File: src/rtl/stage_ex_pkg.sv
// Shared widths, opcode encodings and FSM states for the execute stage.
// Latency: n/a (types and constants only).
// Backpressure: n/a.
package stage_ex_pkg;

    localparam int DATA_W      = 32;
    localparam int REG_ADDR_W  = 5;
    localparam int DATA_ADDR_W = 32;
    localparam int ALU_OP_W    = 4;
    localparam int SHAMT_W     = $clog2(DATA_W);

    typedef enum logic [ALU_OP_W-1:0] {
        ALU_ADD  = 4'd0,
        ALU_SUB  = 4'd1,
        ALU_AND  = 4'd2,
        ALU_OR   = 4'd3,
        ALU_XOR  = 4'd4,
        ALU_SLL  = 4'd5,
        ALU_SRL  = 4'd6,
        ALU_SRA  = 4'd7,
        ALU_SLT  = 4'd8,
        ALU_SLTU = 4'd9,
        ALU_MUL  = 4'd10,
        ALU_DIVU = 4'd11,
        ALU_REMU = 4'd12
    } alu_op_e;

    typedef enum logic {
        EX_IDLE = 1'b0,
        EX_BUSY = 1'b1
    } ex_state_e;

    typedef enum logic [1:0] {
        MD_MUL  = 2'd0,
        MD_DIVU = 2'd1,
        MD_REMU = 2'd2
    } md_kind_e;

    // Ops that go through the iterative unit instead of the single-cycle ALU.
    function automatic logic is_muldiv(input logic [ALU_OP_W-1:0] op);
        return (op == ALU_MUL) || (op == ALU_DIVU) || (op == ALU_REMU);
    endfunction

endpackage

File: src/rtl/stage_ex_if.sv
// Decode-side inputs and STAGE_MM-side outputs of the execute stage.
// Latency: n/a (wiring only).
// Backpressure: ex_busy tells upstream to hold the instruction bus.
interface stage_ex_if;

    logic                                  en;
    logic                                  stall;
    logic                                  flush;
    logic [stage_ex_pkg::ALU_OP_W-1:0]     alu_op;
    logic                                  is_load;
    logic                                  is_store;
    logic                                  reg_wr;
    logic                                  use_imm;
    logic [stage_ex_pkg::REG_ADDR_W-1:0]   reg_addr_rd;
    logic [stage_ex_pkg::DATA_W-1:0]       rs1_data;
    logic [stage_ex_pkg::DATA_W-1:0]       rs2_data;
    logic [stage_ex_pkg::DATA_W-1:0]       imm;
    logic [1:0]                            fwd_sel_a;
    logic [1:0]                            fwd_sel_b;
    logic [stage_ex_pkg::DATA_W-1:0]       ffw_MM_data_wr;
    logic [stage_ex_pkg::DATA_W-1:0]       ffw_WB_data_wr;

    logic                                  ex_busy;
    logic                                  out_is_load;
    logic                                  out_is_store;
    logic                                  out_reg_wr;
    logic [stage_ex_pkg::REG_ADDR_W-1:0]   out_reg_addr_rd;
    logic [stage_ex_pkg::DATA_W-1:0]       out_reg_data_rd;
    logic [stage_ex_pkg::DATA_ADDR_W-1:0]  out_alu_mem_addr;
    logic                                  out_flush;

    modport master (
        output en, stall, flush, alu_op, is_load, is_store, reg_wr, use_imm,
               reg_addr_rd, rs1_data, rs2_data, imm, fwd_sel_a, fwd_sel_b,
               ffw_MM_data_wr, ffw_WB_data_wr,
        input  ex_busy, out_is_load, out_is_store, out_reg_wr, out_reg_addr_rd,
               out_reg_data_rd, out_alu_mem_addr, out_flush
    );

    modport slave (
        input  en, stall, flush, alu_op, is_load, is_store, reg_wr, use_imm,
               reg_addr_rd, rs1_data, rs2_data, imm, fwd_sel_a, fwd_sel_b,
               ffw_MM_data_wr, ffw_WB_data_wr,
        output ex_busy, out_is_load, out_is_store, out_reg_wr, out_reg_addr_rd,
               out_reg_data_rd, out_alu_mem_addr, out_flush
    );

endinterface

File: src/rtl/stage_ex_muldiv.sv
// Iterative unit: shift-add multiply and restoring divide, one bit per step.
// Latency: DATA_W steps after start; result is combinational on the last step.
// Backpressure: only advances when the parent asserts step.
module stage_ex_muldiv
    import stage_ex_pkg::*;
(
    input  logic              clk,
    input  logic              rst_n,
    input  logic              start,
    input  logic              step,
    input  md_kind_e          kind,
    input  logic [DATA_W-1:0] opa,
    input  logic [DATA_W-1:0] opb,
    output logic              done,
    output logic [DATA_W-1:0] result
);

    // d_q: multiplicand (shifted left) or divisor; x_q: multiplier or
    // dividend/quotient; acc_q: partial product or partial remainder.
    md_kind_e             kind_q;
    logic [DATA_W-1:0]    d_q, x_q, acc_q;
    logic [DATA_W-1:0]    d_n, x_n, acc_n;
    logic [SHAMT_W-1:0]   cnt_q;
    logic [DATA_W:0]      rem_sh;
    logic [DATA_W-1:0]    rem_diff;
    logic                 ge;

    // One iteration of the selected algorithm from the current registers.
    always_comb begin
        rem_sh   = {acc_q, x_q[DATA_W-1]};
        rem_diff = rem_sh[DATA_W-1:0] - d_q;
        ge       = (rem_sh >= {1'b0, d_q});
        d_n      = d_q;
        x_n      = x_q;
        acc_n    = acc_q;
        if (kind_q == MD_MUL) begin
            acc_n = acc_q + (x_q[0] ? d_q : '0);
            d_n   = d_q << 1;
            x_n   = x_q >> 1;
        end else begin
            // A zero divisor always "fits", giving all-ones quotient and the
            // dividend as remainder without special casing.
            acc_n = ge ? rem_diff : rem_sh[DATA_W-1:0];
            x_n   = {x_q[DATA_W-2:0], ge};
        end
        result = (kind_q == MD_DIVU) ? x_n : acc_n;
        done   = (cnt_q == SHAMT_W'(DATA_W-1));
    end

    // Operand load on start, one iteration per step.
    always_ff @(posedge clk or negedge rst_n) begin
        if (!rst_n) begin
            kind_q <= MD_MUL;
            d_q    <= '0;
            x_q    <= '0;
            acc_q  <= '0;
            cnt_q  <= '0;
        end else if (start) begin
            kind_q <= kind;
            d_q    <= opb;
            x_q    <= opa;
            acc_q  <= '0;
            cnt_q  <= '0;
        end else if (step) begin
            d_q    <= d_n;
            x_q    <= x_n;
            acc_q  <= acc_n;
            cnt_q  <= cnt_q + SHAMT_W'(1);
        end
    end

endmodule

File: src/rtl/stage_ex.sv
// Execute stage: operand forwarding, single-cycle ALU, iterative mul/div.
// Latency: 1 edge for ALU/load/store; DATA_W edges after issue for mul/div.
// Backpressure: ex_busy holds upstream; stall/en=0 freeze outputs.
module stage_ex
    import stage_ex_pkg::*;
(
    input logic       clk,
    input logic       rst_n,
    stage_ex_if.slave bus
);

    ex_state_e               state_q, state_n;
    logic [DATA_W-1:0]       opa, opbf, opb, alu_res, addr_sum;
    logic                    is_md;
    md_kind_e                md_kind;
    logic                    md_start, md_step, md_done;
    logic [DATA_W-1:0]       md_result;
    logic                    ld_alu, ld_bub, ld_res;
    logic [REG_ADDR_W-1:0]   rd_save_q;

    logic                    out_is_load_q, out_is_store_q, out_reg_wr_q, out_flush_q;
    logic [REG_ADDR_W-1:0]   out_reg_addr_rd_q;
    logic [DATA_W-1:0]       out_reg_data_rd_q;
    logic [DATA_ADDR_W-1:0]  out_alu_mem_addr_q;

    // Forwarding mux; select 3 falls back to the decode operand.
    always_comb begin
        case (bus.fwd_sel_a)
            2'd1:    opa = bus.ffw_MM_data_wr;
            2'd2:    opa = bus.ffw_WB_data_wr;
            default: opa = bus.rs1_data;
        endcase
        case (bus.fwd_sel_b)
            2'd1:    opbf = bus.ffw_MM_data_wr;
            2'd2:    opbf = bus.ffw_WB_data_wr;
            default: opbf = bus.rs2_data;
        endcase
        opb      = bus.use_imm ? bus.imm : opbf;
        addr_sum = opa + bus.imm;
    end

    // Single-cycle ALU; mul/div codes produce nothing here.
    always_comb begin
        alu_res = '0;
        case (alu_op_e'(bus.alu_op))
            ALU_ADD:  alu_res = opa + opb;
            ALU_SUB:  alu_res = opa - opb;
            ALU_AND:  alu_res = opa & opb;
            ALU_OR:   alu_res = opa | opb;
            ALU_XOR:  alu_res = opa ^ opb;
            ALU_SLL:  alu_res = opa << opb[SHAMT_W-1:0];
            ALU_SRL:  alu_res = opa >> opb[SHAMT_W-1:0];
            ALU_SRA:  alu_res = $unsigned($signed(opa) >>> opb[SHAMT_W-1:0]);
            ALU_SLT:  alu_res = {{(DATA_W-1){1'b0}}, $signed(opa) < $signed(opb)};
            ALU_SLTU: alu_res = {{(DATA_W-1){1'b0}}, opa < opb};
            default:  alu_res = '0;
        endcase
    end

    // Which iterative algorithm the incoming op needs.
    always_comb begin
        is_md   = is_muldiv(bus.alu_op);
        md_kind = MD_MUL;
        if (bus.alu_op == ALU_DIVU) begin
            md_kind = MD_DIVU;
        end else if (bus.alu_op == ALU_REMU) begin
            md_kind = MD_REMU;
        end
    end

    // FSM state register.
    always_ff @(posedge clk or negedge rst_n) begin
        if (!rst_n) begin
            state_q <= EX_IDLE;
        end else begin
            state_q <= state_n;
        end
    end

    // FSM next state and load strobes for the output registers.
    always_comb begin
        state_n  = state_q;
        md_start = 1'b0;
        md_step  = 1'b0;
        ld_alu   = 1'b0;
        ld_bub   = 1'b0;
        ld_res   = 1'b0;
        case (state_q)
            EX_IDLE: begin
                if (bus.en && !bus.stall) begin
                    if (bus.flush) begin
                        ld_bub = 1'b1;
                    end else if (is_md) begin
                        ld_bub   = 1'b1;
                        md_start = 1'b1;
                        state_n  = EX_BUSY;
                    end else begin
                        ld_alu = 1'b1;
                    end
                end
            end
            EX_BUSY: begin
                // Stall only matters on the final step, where the result
                // would overwrite outputs STAGE_MM has not yet taken.
                if (bus.en) begin
                    if (!md_done) begin
                        md_step = 1'b1;
                    end else if (!bus.stall) begin
                        md_step = 1'b1;
                        ld_res  = 1'b1;
                        state_n = EX_IDLE;
                    end
                end
            end
            default: state_n = EX_IDLE;
        endcase
    end

    stage_ex_muldiv ex_muldiv (
        .clk    (clk),
        .rst_n  (rst_n),
        .start  (md_start),
        .step   (md_step),
        .kind   (md_kind),
        .opa    (opa),
        .opb    (opb),
        .done   (md_done),
        .result (md_result)
    );

    // Output registers toward STAGE_MM plus the saved mul/div destination.
    always_ff @(posedge clk or negedge rst_n) begin
        if (!rst_n) begin
            out_is_load_q      <= 1'b0;
            out_is_store_q     <= 1'b0;
            out_reg_wr_q       <= 1'b0;
            out_flush_q        <= 1'b1;
            out_reg_addr_rd_q  <= '0;
            out_reg_data_rd_q  <= '0;
            out_alu_mem_addr_q <= '0;
            rd_save_q          <= '0;
        end else if (ld_alu) begin
            out_is_load_q      <= bus.is_load;
            out_is_store_q     <= bus.is_store;
            out_reg_wr_q       <= bus.reg_wr && !bus.is_store;
            out_flush_q        <= 1'b0;
            out_reg_addr_rd_q  <= bus.reg_addr_rd;
            out_reg_data_rd_q  <= bus.is_store ? opbf : alu_res;
            out_alu_mem_addr_q <= addr_sum[DATA_ADDR_W-1:0];
        end else if (ld_bub) begin
            out_is_load_q  <= 1'b0;
            out_is_store_q <= 1'b0;
            out_reg_wr_q   <= 1'b0;
            out_flush_q    <= 1'b1;
            if (md_start) begin
                rd_save_q <= bus.reg_addr_rd;
            end
        end else if (ld_res) begin
            out_is_load_q     <= 1'b0;
            out_is_store_q    <= 1'b0;
            out_reg_wr_q      <= 1'b1;
            out_flush_q       <= 1'b0;
            out_reg_addr_rd_q <= rd_save_q;
            out_reg_data_rd_q <= md_result;
        end
    end

    assign bus.ex_busy          = (state_q == EX_BUSY) ||
                                  ((state_q == EX_IDLE) && bus.en && !bus.flush && is_md);
    assign bus.out_is_load      = out_is_load_q;
    assign bus.out_is_store     = out_is_store_q;
    assign bus.out_reg_wr       = out_reg_wr_q;
    assign bus.out_flush        = out_flush_q;
    assign bus.out_reg_addr_rd  = out_reg_addr_rd_q;
    assign bus.out_reg_data_rd  = out_reg_data_rd_q;
    assign bus.out_alu_mem_addr = out_alu_mem_addr_q;

endmodule

File: src/flat_wrapper.sv
// flat-port wrapper written by rule: the top's interface ports become plain ports
module stage_ex_flat import stage_ex_pkg::*;
  (clk, rst_n, bus_en, bus_stall, bus_flush, bus_alu_op, bus_is_load, bus_is_store, bus_reg_wr, bus_use_imm, bus_reg_addr_rd, bus_rs1_data, bus_rs2_data, bus_imm, bus_fwd_sel_a, bus_fwd_sel_b, bus_ffw_MM_data_wr, bus_ffw_WB_data_wr, bus_ex_busy, bus_out_is_load, bus_out_is_store, bus_out_reg_wr, bus_out_reg_addr_rd, bus_out_reg_data_rd, bus_out_alu_mem_addr, bus_out_flush);
  stage_ex_if bus_i ();
  input logic clk;
  input logic rst_n;
  input wire logic [$bits(bus_i.en)-1:0] bus_en;
  input wire logic [$bits(bus_i.stall)-1:0] bus_stall;
  input wire logic [$bits(bus_i.flush)-1:0] bus_flush;
  input wire logic [$bits(bus_i.alu_op)-1:0] bus_alu_op;
  input wire logic [$bits(bus_i.is_load)-1:0] bus_is_load;
  input wire logic [$bits(bus_i.is_store)-1:0] bus_is_store;
  input wire logic [$bits(bus_i.reg_wr)-1:0] bus_reg_wr;
  input wire logic [$bits(bus_i.use_imm)-1:0] bus_use_imm;
  input wire logic [$bits(bus_i.reg_addr_rd)-1:0] bus_reg_addr_rd;
  input wire logic [$bits(bus_i.rs1_data)-1:0] bus_rs1_data;
  input wire logic [$bits(bus_i.rs2_data)-1:0] bus_rs2_data;
  input wire logic [$bits(bus_i.imm)-1:0] bus_imm;
  input wire logic [$bits(bus_i.fwd_sel_a)-1:0] bus_fwd_sel_a;
  input wire logic [$bits(bus_i.fwd_sel_b)-1:0] bus_fwd_sel_b;
  input wire logic [$bits(bus_i.ffw_MM_data_wr)-1:0] bus_ffw_MM_data_wr;
  input wire logic [$bits(bus_i.ffw_WB_data_wr)-1:0] bus_ffw_WB_data_wr;
  output wire logic [$bits(bus_i.ex_busy)-1:0] bus_ex_busy;
  output wire logic [$bits(bus_i.out_is_load)-1:0] bus_out_is_load;
  output wire logic [$bits(bus_i.out_is_store)-1:0] bus_out_is_store;
  output wire logic [$bits(bus_i.out_reg_wr)-1:0] bus_out_reg_wr;
  output wire logic [$bits(bus_i.out_reg_addr_rd)-1:0] bus_out_reg_addr_rd;
  output wire logic [$bits(bus_i.out_reg_data_rd)-1:0] bus_out_reg_data_rd;
  output wire logic [$bits(bus_i.out_alu_mem_addr)-1:0] bus_out_alu_mem_addr;
  output wire logic [$bits(bus_i.out_flush)-1:0] bus_out_flush;
  assign bus_i.en = bus_en;
  assign bus_i.stall = bus_stall;
  assign bus_i.flush = bus_flush;
  assign bus_i.alu_op = bus_alu_op;
  assign bus_i.is_load = bus_is_load;
  assign bus_i.is_store = bus_is_store;
  assign bus_i.reg_wr = bus_reg_wr;
  assign bus_i.use_imm = bus_use_imm;
  assign bus_i.reg_addr_rd = bus_reg_addr_rd;
  assign bus_i.rs1_data = bus_rs1_data;
  assign bus_i.rs2_data = bus_rs2_data;
  assign bus_i.imm = bus_imm;
  assign bus_i.fwd_sel_a = bus_fwd_sel_a;
  assign bus_i.fwd_sel_b = bus_fwd_sel_b;
  assign bus_i.ffw_MM_data_wr = bus_ffw_MM_data_wr;
  assign bus_i.ffw_WB_data_wr = bus_ffw_WB_data_wr;
  assign bus_ex_busy = bus_i.ex_busy;
  assign bus_out_is_load = bus_i.out_is_load;
  assign bus_out_is_store = bus_i.out_is_store;
  assign bus_out_reg_wr = bus_i.out_reg_wr;
  assign bus_out_reg_addr_rd = bus_i.out_reg_addr_rd;
  assign bus_out_reg_data_rd = bus_i.out_reg_data_rd;
  assign bus_out_alu_mem_addr = bus_i.out_alu_mem_addr;
  assign bus_out_flush = bus_i.out_flush;
  stage_ex u_core (.clk(clk), .rst_n(rst_n), .bus(bus_i));
endmodule
File: config.mk
export PLATFORM = sky130hd
export DESIGN_NAME = stage_ex_flat
export DESIGN_NICKNAME = d
export VERILOG_FILES = /design/src/rtl/stage_ex_pkg.sv /design/src/rtl/stage_ex_if.sv /design/src/rtl/stage_ex_muldiv.sv /design/src/rtl/stage_ex.sv /design/src/flat_wrapper.sv
export SDC_FILE = /design/constraint.sdc
export NUM_CORES = 1
export LEC_CHECK = 0
export ABC_AREA = 1
export BUFFER_PORTS_ARGS = -buffer_cell sky130_fd_sc_hd__buf_2
export CAP_MARGIN = 10
export CORE_UTILIZATION = 30
export DETAILED_ROUTE_END_ITERATION = 10
export HOLD_SLACK_MARGIN = 0.03
export PLACE_DENSITY_LB_ADDON = 0.3
export SLEW_MARGIN = 40
export SYNTH_ARGS = -nofsm -noshare
export SYNTH_HDL_FRONTEND = slang
export SYNTH_SLANG_ARGS = --single-unit
export TNS_END_PERCENT = 1
File: constraint.sdc
create_clock -name clk -period 3.1 [get_ports clk]
set_input_delay 0.775 -clock clk [delete_from_list [all_inputs] [get_ports clk]]
set_output_delay 0.775 -clock clk [all_outputs]
set_load 0.05 [all_outputs]
==> report_table.html <==
<table>
<tr><th>Metric</th><th>Value</th></tr>
<tr><th colspan="2">Route</th></tr>
<tr><td>Initial drt markers</td><td>4556</td></tr>
<tr><td>Router iterations before antenna repair</td><td>10</td></tr>
<tr><td>WL per Instance</td><td>roughly 25 um</td></tr>
<tr><td>Number of routed nets with antenna violations</td><td>0</td></tr>
<tr><td>Overall via count from detail_route</td><td>38620</td></tr>
<tr><td>Number of DRC violations after detailed routing</td><td>0</td></tr>
<tr><td>Vias per cell</td><td>5.453</td></tr>
<tr><td>DRT Wirelength</td><td>about 180000 um</td></tr>
<tr><th colspan="2">Power</th></tr>
<tr><td>Static leakage</td><td>between 20 and 25 nW</td></tr>
<tr><td>Max IR drop VDD</td><td>0.0005700 V</td></tr>
<tr><td>Cell area power density</td><td>799.0 nW/um^2</td></tr>
<tr><th colspan="2">Worst setup path</th></tr>
<tr><td>Type of origin of the critical path</td><td>input port</td></tr>
<tr><td>Arrival @ worst endpoint</td><td>4.36 ns</td></tr>
<tr><td>Startpoint of the worst-slack reg-to-reg timing path</td><td>u_core.ex_muldiv.x_q[0]$_DFFE_PN0P_</td></tr>
<tr><td>Endpoint required time on the critical path</td><td>~3.6 ns</td></tr>
<tr><td>Largest fanout on the critical path</td><td>11</td></tr>
<tr><td>Critical Setup Path Class</td><td>input port to register</td></tr>
<tr><td>Worst reg2reg setup slack</td><td>-0.20 ns</td></tr>
<tr><td>Crit path from</td><td>bus_fwd_sel_b[0]</td></tr>
<tr><td>Kind of capture point of the worst setup path</td><td>register</td></tr>
<tr><th colspan="2">STA</th></tr>
<tr><td>Max-Slew Margin vs Limit</td><td>0.6098</td></tr>
<tr><td>Clock Skew</td><td>0.02518 ns</td></tr>
<tr><td>Number of failing setup endpoints in the final timing report</td><td>56</td></tr>
<tr><td>Crit share post-route</td><td>1.256</td></tr>
<tr><td>Clock period minus worst slack</td><td>3.893 ns</td></tr>
<tr><td>Count of final max-slew check failures</td><td>0</td></tr>
<tr><td>Final hold vios</td><td>0</td></tr>
<tr><td>Total negative slack for setup checks</td><td>-27.03 ns</td></tr>
<tr><td>Setup repair after global routing missed its margin</td><td>true</td></tr>
<tr><td>Actual transition at the worst max-transition pin</td><td>0.5853 ns</td></tr>
<tr><td>Final worst-path setup slack</td><td>-0.7927 ns</td></tr>
<tr><td>Peak Freq</td><td>about 260 MHz</td></tr>
<tr><td>Worst hold margin</td><td>around 0.20 ns</td></tr>
<tr><th colspan="2">Floorplan</th></tr>
<tr><td>Total I/O pin count</td><td>256</td></tr>
<tr><td>Effective utilization at floorplan</td><td>0.3038</td></tr>
<tr><td>Standard cell core area</td><td>87160 um^2</td></tr>
<tr><td>Number of placement rows</td><td>108</td></tr>
<tr><td>Die area</td><td>89460 um^2</td></tr>
<tr><td>Die Span X</td><td>299.1 um</td></tr>
<tr><td>Vert. Die Dim</td><td>between 200 and 300 um</td></tr>
<tr><th colspan="2">Synthesis</th></tr>
<tr><td>Cell area after synthesis</td><td>26480 um^2</td></tr>
<tr><td>Mapped Nets</td><td>4893</td></tr>
<tr><td>Biggest area contributors in the synthesized netlist</td><td>nand2_1 (18%), dfrtp_1 (17%), nand3_1 (11%), ha_1 (9.4%), inv_1 (7.1%)</td></tr>
<tr><td>Number of distinct standard cells referenced by the synthesized netlist</td><td>63</td></tr>
<tr><td>Mean Syn Cell Area</td><td>about 6 um^2</td></tr>
<tr><td>Share of the synthesized area in the top cell type</td><td>0.1790</td></tr>
<tr><td>Share of synthesized area occupied by flip-flops and latches</td><td>0.1720</td></tr>
<tr><td>Share of async-settable or async-resettable flops after synthesis</td><td>1.000</td></tr>
<tr><td>Cell taking the most area after synthesis</td><td>nand2_1</td></tr>
<tr><td>Synthesized netlist cell count</td><td>4506</td></tr>
<tr><td>Flops &amp; latches, synth</td><td>182</td></tr>
<tr><td>Number of flops mapped to enable cells by yosys</td><td>0</td></tr>
<tr><td>Synth warnings</td><td>0</td></tr>
<tr><td>Most frequently used cell type in the post-synthesis netlist</td><td>nand2_1</td></tr>
<tr><td>Predominant post-synthesis flop cell</td><td>dfrtp_1</td></tr>
<tr><td>Post-synth top cells</td><td>nand2_1 (1263), nand3_1 (598), inv_1 (504)</td></tr>
<tr><th colspan="2">Clock network</th></tr>
<tr><td>Inserted Clock Buffers</td><td>17</td></tr>
<tr><td>CTS Buffer Depth</td><td>2</td></tr>
<tr><td>TritonCTS clock tree</td><td>built</td></tr>
<tr><td>Clock insertion delay at the later pin of the skew report</td><td>0.54 ns</td></tr>
<tr><td>Hold Buf Count CTS</td><td>0</td></tr>
<tr><td>Clock sinks</td><td>182</td></tr>
<tr><td>CTS clk-pin slew, worst paths</td><td>0.09 ns</td></tr>
<tr><td>Cell at the root of the clock tree</td><td>clkbuf_16</td></tr>
<tr><td>Number of H-tree levels</td><td>4</td></tr>
<tr><th colspan="2">Global routing</th></tr>
<tr><td>Met3 Use GR</td><td>0.08864</td></tr>
<tr><td>Met1 routing resource usage after global routing</td><td>0.5469</td></tr>
<tr><td>Residual overflow from global routing</td><td>0</td></tr>
<tr><td>GR Layer Usage met2</td><td>0.5617</td></tr>
<tr><td>Total global routing track utilization</td><td>0.3919</td></tr>
<tr><td>Initial antenna violation count</td><td>12</td></tr>
<tr><td>Global routing's busiest layer</td><td>met2</td></tr>
<tr><td>Number of global-route vias before repair</td><td>36570</td></tr>
<tr><td>Wire length of the first global-routing pass</td><td>between 200000 and 300000 um</td></tr>
<tr><td>Largest net degree at the start of global routing</td><td>76</td></tr>
<tr><th colspan="2">Layout</th></tr>
<tr><td>Number of inserted filler cells in the final layout</td><td>about 9200</td></tr>
<tr><td>Synth-to-layout area growth</td><td>57.99%</td></tr>
<tr><td>Design Area, Final</td><td>41840 um^2</td></tr>
<tr><td>Final core utilization</td><td>0.4800</td></tr>
<tr><td>Fraction of final layout cells with drive strength greater than 1</td><td>0.3596</td></tr>
<tr><td>Layout net count</td><td>about 6300</td></tr>
<tr><th colspan="2">Worst hold path</th></tr>
<tr><td>Hold Path Class</td><td>input port to asynchronous set/reset pin</td></tr>
<tr><th colspan="2">Outcome</th></tr>
<tr><td>Violated checks</td><td>negative setup slack</td></tr>
<tr><td>Status</td><td>finished with violations</td></tr>
<tr><th colspan="2">Placed design</th></tr>
<tr><td>DP Wirelength</td><td>149800 um</td></tr>
<tr><td>Post-DP Area</td><td>38590 um^2</td></tr>
<tr><td>Minimum setup slack after placement</td><td>-1.760 ns</td></tr>
<tr><td># port buffers</td><td>255</td></tr>
<tr><td>Global placement routability congestion</td><td>1.079</td></tr>
<tr><th colspan="2">Flow run</th></tr>
<tr><td>Max-cap check violation count</td><td>0</td></tr>
</table>
[through the flow]
| step | std cells | power, mW |
|---|---|---|
| 4_1_cts | 7069 | 32.37 |
| 2_1_floorplan | 4506 | 16.74 |
| 3_5_place_dp | 6965 | 28.88 |
| 3_3_place_gp | 6965 | 28.91 |
| 6_report | 7081 | 33.43 |
| 5_1_grt | 7080 | 35.34 |
[routing by layer]
layer  part of all wire  up-vias
met5            0.00041        -
met4              0.058       12
met3              0.096      386
met2               0.40     1959
met1               0.44    18320
li1                   -    17940
[placed cells by master (no fill, tap or decap), drive strengths merged, types with 3 or more instances in the layout]
master,count
buf,1586
nand2,1285
nand3,611
inv,529
nor2,374
o21ai,354
a21oi,273
ha,200
dfrtp,181
nand4,76
o221ai,64
xor2,42
nor3,37
or2,35
o21bai,32
o211ai,29
a221o,27
a21o,22
a22o,20
xnor2,19
clkbuf,18
nand3b,14
a31oi,14
a21boi,13
o22ai,12
clkinv,10
a221oi,8
o21a,5
o31ai,5
fa,5
nor4,5
a211oi,4
o2111ai,3
a22oi,3
[power breakdown]
| group | switching, mW | internal [mW] | leakage (nW) | total (mW) |
|---|---|---|---|---|
| registers | 0.941 | 3.39 | 2.32 | 4.33 |
| clock network | 1.42 | 1.12 | 0.302 | 2.55 |
| logic | 16.1 | 10.5 | 19.2 | 26.5 |
[final cells by class]
type / count / area, um^2 / share of cell area
Clock inverter: 15 / 206.4 / 0.004935
Timing Repair inverter: 1 / 6.256 / 0.0001495
Tap cell: 1155 / 1445 / 0.03454
Inverter: 523 / 1998 / 0.04776
Clock buffer: 17 / 425.4 / 0.01017
Sequential cell: 182 / 4557 / 0.1089
Timing Repair Buffer: 1587 / 12250 / 0.2929
Multi-Input combinational cell: 3599 / 20940 / 0.5005
Antenna cell: 2 / 5.005 / 0.0001196
[worst max-delay path, cell delays in order]
cell and delay (ns):
buf_8 0.09, inv_8 0.03, ha_4 0.42, buf_6 0.22
a221o_1 0.18, o21ai_2 0.08, buf_4 0.13, buf_4 0.12
buf_4 0.12, buf_4 0.12, buf_4 0.12, buf_4 0.12
buf_4 0.13, buf_4 0.12, buf_4 0.12, buf_4 0.12
buf_4 0.12, buf_4 0.13, buf_4 0.13, buf_4 0.12
buf_4 0.12, buf_4 0.11, nor2_1 0.09, nor2_1 0.05
buf_4 0.16, nand2_2 0.10, nand3_2 0.09, nand2_1 0.06
[worst paths after layout]
check                                                                   end  depth (start not counted)
worst max-delay path             u_core.bus.out_reg_data_rd[15]$_DFFE_PN0P_                         28
max in group asynchronous            u_core.ex_muldiv.acc_q[15]$_DFFE_PN0P_                          2
worst min-delay path            u_core.bus.out_alu_mem_addr[16]$_DFFE_PN0P_                          1
worst max register to register   u_core.bus.out_reg_data_rd[18]$_DFFE_PN0P_                         18
min in group clk                            u_core.rd_save_q[0]$_DFFE_PN0P_                          3
worst min register to register   u_core.bus.out_alu_mem_addr[0]$_DFFE_PN0P_                          2
[cells by family (layout without fill, tap and decap cells)]
logic type,after synthesis,in the layout,synth area share
AND/OR/NAND/NOR,2441,2441,0.3967
AO/OA/AOI/OAI,890,890,0.2016
XOR/XNOR,61,61,0.02017
other,0,2,0
flip-flops,182,182,0.1720
multiplexers,2,2,0.0007560
buffers and inverters,725,2143,0.1105
adder cells (fa/ha/maj),205,205,0.09828
[registers in the layout, indices dropped and copies added, names as in the netlist]
register,count
u_core.bus.out_alu_mem_addr,32
u_core.bus.out_reg_data_rd,32
u_core.ex_muldiv.acc_q,32
u_core.ex_muldiv.d_q,32
u_core.ex_muldiv.x_q,32
u_core.bus.out_reg_addr_rd,5
u_core.ex_muldiv.cnt_q,5
u_core.rd_save_q,5
u_core.ex_muldiv.kind_q,2
u_core.bus.out_flush,1
u_core.bus.out_is_load,1
u_core.bus.out_is_store,1
u_core.bus.out_reg_wr,1
u_core.state_q,1
[what timing repair did]
action                     4_1_cts  5_1_grt
setup buffers                   72       10
cloned                           2        1
gates resized for setup        359      200
pin swaps                      116       84
setup endpoints to repair       59       81
No activity file was read; power rests on OpenSTA's default activity.
